<file path="src/rtl/fht_but_pkg.sv">
// Shared constants for the Hartley butterfly datapath.
package fht_but_pkg;

   // Default signed data word width (binary point is transparent to the block).
   localparam int D_BIT = 22;
   // Default signed twiddle width.
   localparam int W_BIT = 16;
   // Twiddle unity gain: -MAX_W is exactly -1.0, +1.0 is approximated by MAX_W-1.
   localparam int MAX_W = 1 << (W_BIT - 1);
   // Data full-scale magnitude.
   localparam int MAX_D = 1 << (D_BIT - 1);
   // Allowed output error against the ideal real-valued result, in LSBs.
   localparam int ACC_LIMIT = 1;

   // Full-precision width for each product and for their sum (one guard bit).
   function automatic int prod_bits(input int d_bit, input int w_bit);
      return d_bit + w_bit + 1;
   endfunction

endpackage

</file>
<file path="src/rtl/fht_but_rot.sv">
// Stage 1 of the butterfly: rotation multiply-add T = round((cos*x1 + sin*x2) / MAX_W).
// T is held one bit wider than the data because |T| can reach ~1.414x full scale.
module fht_but_rot #(
   parameter int D_BIT = fht_but_pkg::D_BIT,
   parameter int W_BIT = fht_but_pkg::W_BIT
) (
   input  logic                    iCLK,
   input  logic                    iRESET,
   input  logic signed [D_BIT-1:0] iX_1,
   input  logic signed [D_BIT-1:0] iX_2,
   input  logic signed [W_BIT-1:0] iCOS,
   input  logic signed [W_BIT-1:0] iSIN,
   output logic signed [D_BIT:0]   oT
);

   localparam int P_BIT = fht_but_pkg::prod_bits(D_BIT, W_BIT);

   // Half an output LSB at the product scale, for round-half-up.
   localparam logic signed [P_BIT-1:0] HALF_W = P_BIT'(1) <<< (W_BIT - 2);

   localparam logic signed [D_BIT:0] T_MAX = {1'b0, {D_BIT{1'b1}}};
   localparam logic signed [D_BIT:0] T_MIN = {1'b1, {D_BIT{1'b0}}};

   logic signed [P_BIT-1:0] p_cos;
   logic signed [P_BIT-1:0] p_sin;
   logic signed [P_BIT-1:0] acc;
   logic signed [P_BIT-1:0] acc_rnd;
   logic signed [D_BIT+1:0] t_full;
   logic signed [D_BIT:0]   t_sat;
   logic signed [D_BIT:0]   t_q;

   // Full-precision products and sum, rounded and scaled back by MAX_W.
   always_comb begin
      p_cos   = P_BIT'(iCOS) * P_BIT'(iX_1);
      p_sin   = P_BIT'(iSIN) * P_BIT'(iX_2);
      acc     = p_cos + p_sin;
      acc_rnd = acc + HALF_W;
      // Arithmetic shift by W_BIT-1 is the part-select of the upper bits.
      t_full  = acc_rnd[P_BIT-1:W_BIT-1];
   end

   // Clamp T to D_BIT+1 bits; only reachable with out-of-range coefficient pairs.
   always_comb begin
      t_sat = t_full[D_BIT:0];
      if (t_full[D_BIT+1] != t_full[D_BIT]) begin
         t_sat = t_full[D_BIT+1] ? T_MIN : T_MAX;
      end
   end

   // Stage-1 register of T.
   always_ff @(posedge iCLK or negedge iRESET) begin
      if (!iRESET) begin
         t_q <= '0;
      end else begin
         t_q <= t_sat;
      end
   end

   assign oT = t_q;

endmodule

</file>
<file path="src/rtl/fht_but.sv">
// Hartley butterfly with 1/2 per-stage scaling, two-stage pipeline:
//   Y0 = round((X0 + T) / 2), Y1 = round((X0 - T) / 2), T from fht_but_rot.
// X0 is sampled one edge after X1/X2/coefficients so that both outputs line up.
module fht_but #(
   parameter int D_BIT = fht_but_pkg::D_BIT,
   parameter int W_BIT = fht_but_pkg::W_BIT
) (
   input  logic                    iCLK,
   input  logic                    iRESET,
   input  logic signed [D_BIT-1:0] iX_0,
   input  logic signed [D_BIT-1:0] iX_1,
   input  logic signed [D_BIT-1:0] iX_2,
   input  logic signed [W_BIT-1:0] iCOS,
   input  logic signed [W_BIT-1:0] iSIN,
   output logic signed [D_BIT-1:0] oY_0,
   output logic signed [D_BIT-1:0] oY_1
);

   localparam int S_BIT = D_BIT + 2;

   localparam logic signed [D_BIT-1:0] Y_MAX = {1'b0, {(D_BIT-1){1'b1}}};
   localparam logic signed [D_BIT-1:0] Y_MIN = {1'b1, {(D_BIT-1){1'b0}}};

   logic signed [D_BIT:0]   t;
   logic signed [S_BIT-1:0] x0_ext;
   logic signed [S_BIT-1:0] t_ext;
   logic signed [S_BIT-1:0] sum;
   logic signed [S_BIT-1:0] dif;
   logic signed [S_BIT-1:0] sum_rnd;
   logic signed [S_BIT-1:0] dif_rnd;
   logic signed [D_BIT:0]   sum_half;
   logic signed [D_BIT:0]   dif_half;
   logic signed [D_BIT-1:0] y0_d;
   logic signed [D_BIT-1:0] y1_d;
   logic signed [D_BIT-1:0] y0_q;
   logic signed [D_BIT-1:0] y1_q;

   fht_but_rot #(
      .D_BIT (D_BIT),
      .W_BIT (W_BIT)
   ) u_rot (
      .iCLK   (iCLK),
      .iRESET (iRESET),
      .iX_1   (iX_1),
      .iX_2   (iX_2),
      .iCOS   (iCOS),
      .iSIN   (iSIN),
      .oT     (t)
   );

   // Sum/difference at D_BIT+2 bits, halved with round-half-up.
   always_comb begin
      x0_ext   = S_BIT'(iX_0);
      t_ext    = S_BIT'(t);
      sum      = x0_ext + t_ext;
      dif      = x0_ext - t_ext;
      sum_rnd  = sum + S_BIT'(1);
      dif_rnd  = dif + S_BIT'(1);
      sum_half = sum_rnd[S_BIT-1:1];
      dif_half = dif_rnd[S_BIT-1:1];
   end

   // Saturate the halved results to the data range instead of wrapping.
   always_comb begin
      y0_d = sum_half[D_BIT-1:0];
      y1_d = dif_half[D_BIT-1:0];
      if (sum_half[D_BIT] != sum_half[D_BIT-1]) begin
         y0_d = sum_half[D_BIT] ? Y_MIN : Y_MAX;
      end
      if (dif_half[D_BIT] != dif_half[D_BIT-1]) begin
         y1_d = dif_half[D_BIT] ? Y_MIN : Y_MAX;
      end
   end

   // Stage-2 output registers.
   always_ff @(posedge iCLK or negedge iRESET) begin
      if (!iRESET) begin
         y0_q <= '0;
         y1_q <= '0;
      end else begin
         y0_q <= y0_d;
         y1_q <= y1_d;
      end
   end

   assign oY_0 = y0_q;
   assign oY_1 = y1_q;

endmodule

</file>
<file path="config.mk">
export PLATFORM = sky130hd
export DESIGN_NAME = fht_but
export DESIGN_NICKNAME = d
export VERILOG_FILES = /design/src/rtl/fht_but_pkg.sv /design/src/rtl/fht_but_rot.sv /design/src/rtl/fht_but.sv
export SDC_FILE = /design/constraint.sdc
export NUM_CORES = 2
export LEC_CHECK = 0
export BUFFER_PORTS_ARGS = -buffer_cell sky130_fd_sc_hd__buf_2
export CAP_MARGIN = 10
export CORE_MARGIN = 5
export CORE_UTILIZATION = 48
export CTS_CLUSTER_SIZE = 25
export DETAILED_ROUTE_END_ITERATION = 6
export GPL_TIMING_DRIVEN = 0
export HOLD_SLACK_MARGIN = 0.1
export SLEW_MARGIN = 20
export SYNTH_ARGS = -nofsm -noshare
export SYNTH_HDL_FRONTEND = slang
export SYNTH_HIERARCHICAL = 1
export SYNTH_SLANG_ARGS = --single-unit
</file>
<file path="constraint.sdc">
create_clock -name iCLK -period 8.3 [get_ports iCLK]
set_input_delay 0.415 -clock iCLK [delete_from_list [all_inputs] [get_ports iCLK]]
set_output_delay 0.415 -clock iCLK [all_outputs]
set_load 0.05 [all_outputs]
</file>
==> flow_summary.ini <==
[outcome]
status = complete, no violations

[critical_path]
endpoint_kind = flip-flop
worstPathRequired_ns = 8.58
worst-setup-path-type = in2reg
crit_fanout = 10
rrSetupSlack_ns = 4.62
cp-start-kind = input port
worstPathArrival_ns = 8.29

[floorplanning]
row_count = 92
fp.dieH_um = 262
die_w_um = 262
num_io_pins = 144
die_area_um2 = 68700
coreArea_um2 = 63000
start_util = 0.484

[logic_synthesis]
synthMuxAreaShare = 0
seq_area_frac_synth = 0.0550
syn_nets = 4369
synth.area.top_cells = fa_1 50%, inv_1 11%, ha_1 9.3%
ys_ff_latch = 67
yosys_most_used_dff = dfrtp_1
syn_area_um2 = 30500
synth-simple-area-share = 0.133
synth_edf_count = 0
synthAdderAreaFrac = 0.604
post_synth_xor_area_fraction = 0.0224
synthCells = 3276
ys_types = 87
synth_compound_area_frac = 0.0579
yosysWarnings = 6
synth_top_area_share = 0.503
synth_top_family_by_area = adder cells
synth-async-reset-ratio = 1.00
syn_area_per_cell_um2 = 9.31
synth_top_area_cell = fa_1

[final_layout]
final_nets = 4526
layout-drive-gt1-share = 0.0873
fillers = 6031
syn_to_final_growth_pct = 7.65

[placed_design]
place.gp.congestion = 0.959
dp_hpwl_mm = 77.2
dp_slack_ns = -0.830
io_buffers = 143

[global_route]
grt.total_usage = 0.253
grt_start_max_net_pins = 40
grt_pass1_wl_mm = 133
grt_remaining_overflow = 0
grt_antenna_before_repair = 1
grt_pass1_vias = 23000

[timing]
fmax_mhz = 125
rsz0062_at_grt = no
setup_ws_ns = 0.288
fin_skew_ns = 0.00911
period_minus_slack_ns = 8.01
maxSlewHeadroom = 0.529
finalHoldViolCount = 0
maxSlewViolCount = 0
setup_viol = 0
holdWs_ns = 0.562
min_period_over_period = 0.965
tightestPinTransition_ns = 0.706

[route]
routedWlPerCell_um = 19.5
drtPass1Iterations = 7
drt_iter0_markers = 1242
drc = 0
avgViaCountPerCell = 5.02
drt-total-wl_mm = 83.7
antenna_left = 0
vias = 21500

[clock_network]
cts.reportedPaths.clkPinSlew_ns = 0.05
cts_max_path_buffers = 2
clock-sinks = 67
htreeDepth = 3
clock_tree.root_cell = clkbuf_16
numCtsBuffers = 9
cts_tree = built
clock_latency_ns = 0.34

[job]
drv_cap = 0

[min_path]
min_path_type = in2async
## metal layers
metal  wire, um  up-vias  GRT usage
met5          0        -          0
met4       2670        0     0.0730
met3       5550      125     0.0381
met2      38700      672      0.414
met1      36800    10900      0.355
li1           -     9830          -
## flip-flops by register name, summed over array words and instances, names as in the netlist
register / flops
oY_1: 22
u_rot/oT: 23
oY_0: 22
## synthesized netlist by cell type, drive strengths merged (12+ instances only)
cell and number:
maj3 23, nand2b 25, nand2 458, o21ai 34, clkbuf 117, a211oi 12
o21a 14, xnor2 62, dfrtp 67, inv 892, nand4 13, and2 227
fa 766, a21oi 68, xor2 14, nor2 61, ha 227, buf 12
nand3 13, a21o 36
## through the flow
stage / util / area (um^2) / TNS (ns) / cells
3_3_place_gp: 0.512 / 32300 / -17.54 / 4265
3_5_place_dp: 0.513 / 32300 / -17.13 / 4266
2_1_floorplan: - / 30500 / 0 / 3276
5_1_grt: 0.521 / 32800 / 0 / 4285
4_1_cts: 0.519 / 32700 / 0 / 4281
6_report: 0.521 / 32800 / 0 / 4285
## cell usage in the layout, fill, tap and decap left out, types with 6 or more instances in the layout
cell type | synthesis | final
and2_1 | 226 | 226
fa_1 | 766 | 763
clkbuf_2 | 2 | 66
inv_1 | 892 | 889
buf_4 | 1 | 13
dfrtp_1 | 67 | 67
a211oi_1 | 8 | 7
a21oi_1 | 65 | 65
nor2b_1 | 10 | 10
clkbuf_1 | 115 | 39
and3_1 | 8 | 8
nor3_1 | 9 | 9
o21ai_0 | 30 | 29
buf_6 | 7 | 7
buf_2 | 3 | 144
o21bai_1 | 8 | 8
o211ai_1 | 9 | 9
nand2b_1 | 25 | 25
ha_1 | 227 | 227
xor2_1 | 14 | 14
nor2_1 | 60 | 60
o21a_1 | 14 | 14
clkbuf_16 | 0 | 9
xnor2_1 | 61 | 61
nand2_1 | 458 | 457
or2_2 | 6 | 6
a31oi_1 | 7 | 7
nand3_1 | 12 | 12
nand4_1 | 13 | 13
maj3_1 | 23 | 23
a21o_1 | 35 | 35
## cell families after synthesis
kind of cell | count (synthesis)
buf+inv | 1021
fa+ha+maj | 1016
simple gates | 852
compound gates | 244
xor+xnor | 76
flops | 67
## area by class of cell
| class | count | area [um^2] | area share |
|---|---|---|---|
| Inverter | 892 | 3360 | 0.102 |
| Multi-Input combinational cell | 2188 | 24900 | 0.760 |
| Sequential cell | 67 | 1680 | 0.0511 |
| Clock inverter | 4 | 72.6 | 0.00221 |
| Tap cell | 846 | 1060 | 0.0322 |
| Antenna cell | 1 | 2.50 | 0.0000762 |
| Buffer | 119 | 619 | 0.0189 |
| Timing Repair Buffer | 156 | 831 | 0.0253 |
| Clock buffer | 12 | 256 | 0.00781 |
## worst max-delay path: stages
cell	delay (ns)
buf_2	0.13
clkbuf_1	0.53
nand2_1	0.15
fa_1	0.50
inv_1	0.05
fa_1	0.51
inv_1	0.06
fa_1	0.54
inv_1	0.05
fa_1	0.50
inv_1	0.07
fa_1	0.49
inv_1	0.05
fa_1	0.45
fa_1	0.56
inv_1	0.07
fa_1	0.47
inv_1	0.04
ha_1	0.31
and4_1	0.25
nand4_1	0.13
or3_1	0.43
a22oi_2	0.27
o211ai_1	0.16
and3b_2	0.27
o211ai_1	0.33
clkbuf_4	0.30
a31o_1	0.15
## final timing paths
check / endpoint / cells past startpoint / start
worst min register to register: oY_0[0] / 3 / u_rot/oT[1]
worst max register to register: oY_1[20] / 12 / u_rot/oT[1]
max in group asynchronous: oY_0[16] / 3 / iRESET
min in group iCLK: oY_0[0] / 4 / iX_0[1]
worst min-delay path: oY_0[2] / 2 / iRESET
worst max-delay path: u_rot/oT[19] / 28 / iSIN[10]
## timing repair
action | 4_1_cts | 5_1_grt
endpoints found under the hold margin | 28 | 0
gates resized for setup | 25 | 111
pin swaps | 0 | 1
endpoints found under the setup margin | 22 | 22
setup buffers | 4 | 7
hold buffers | 1 | 0
Power is left out: the tool's default activity adds up to more than one toggle a clock period on the data nets, which glitch-free logic cannot reach.
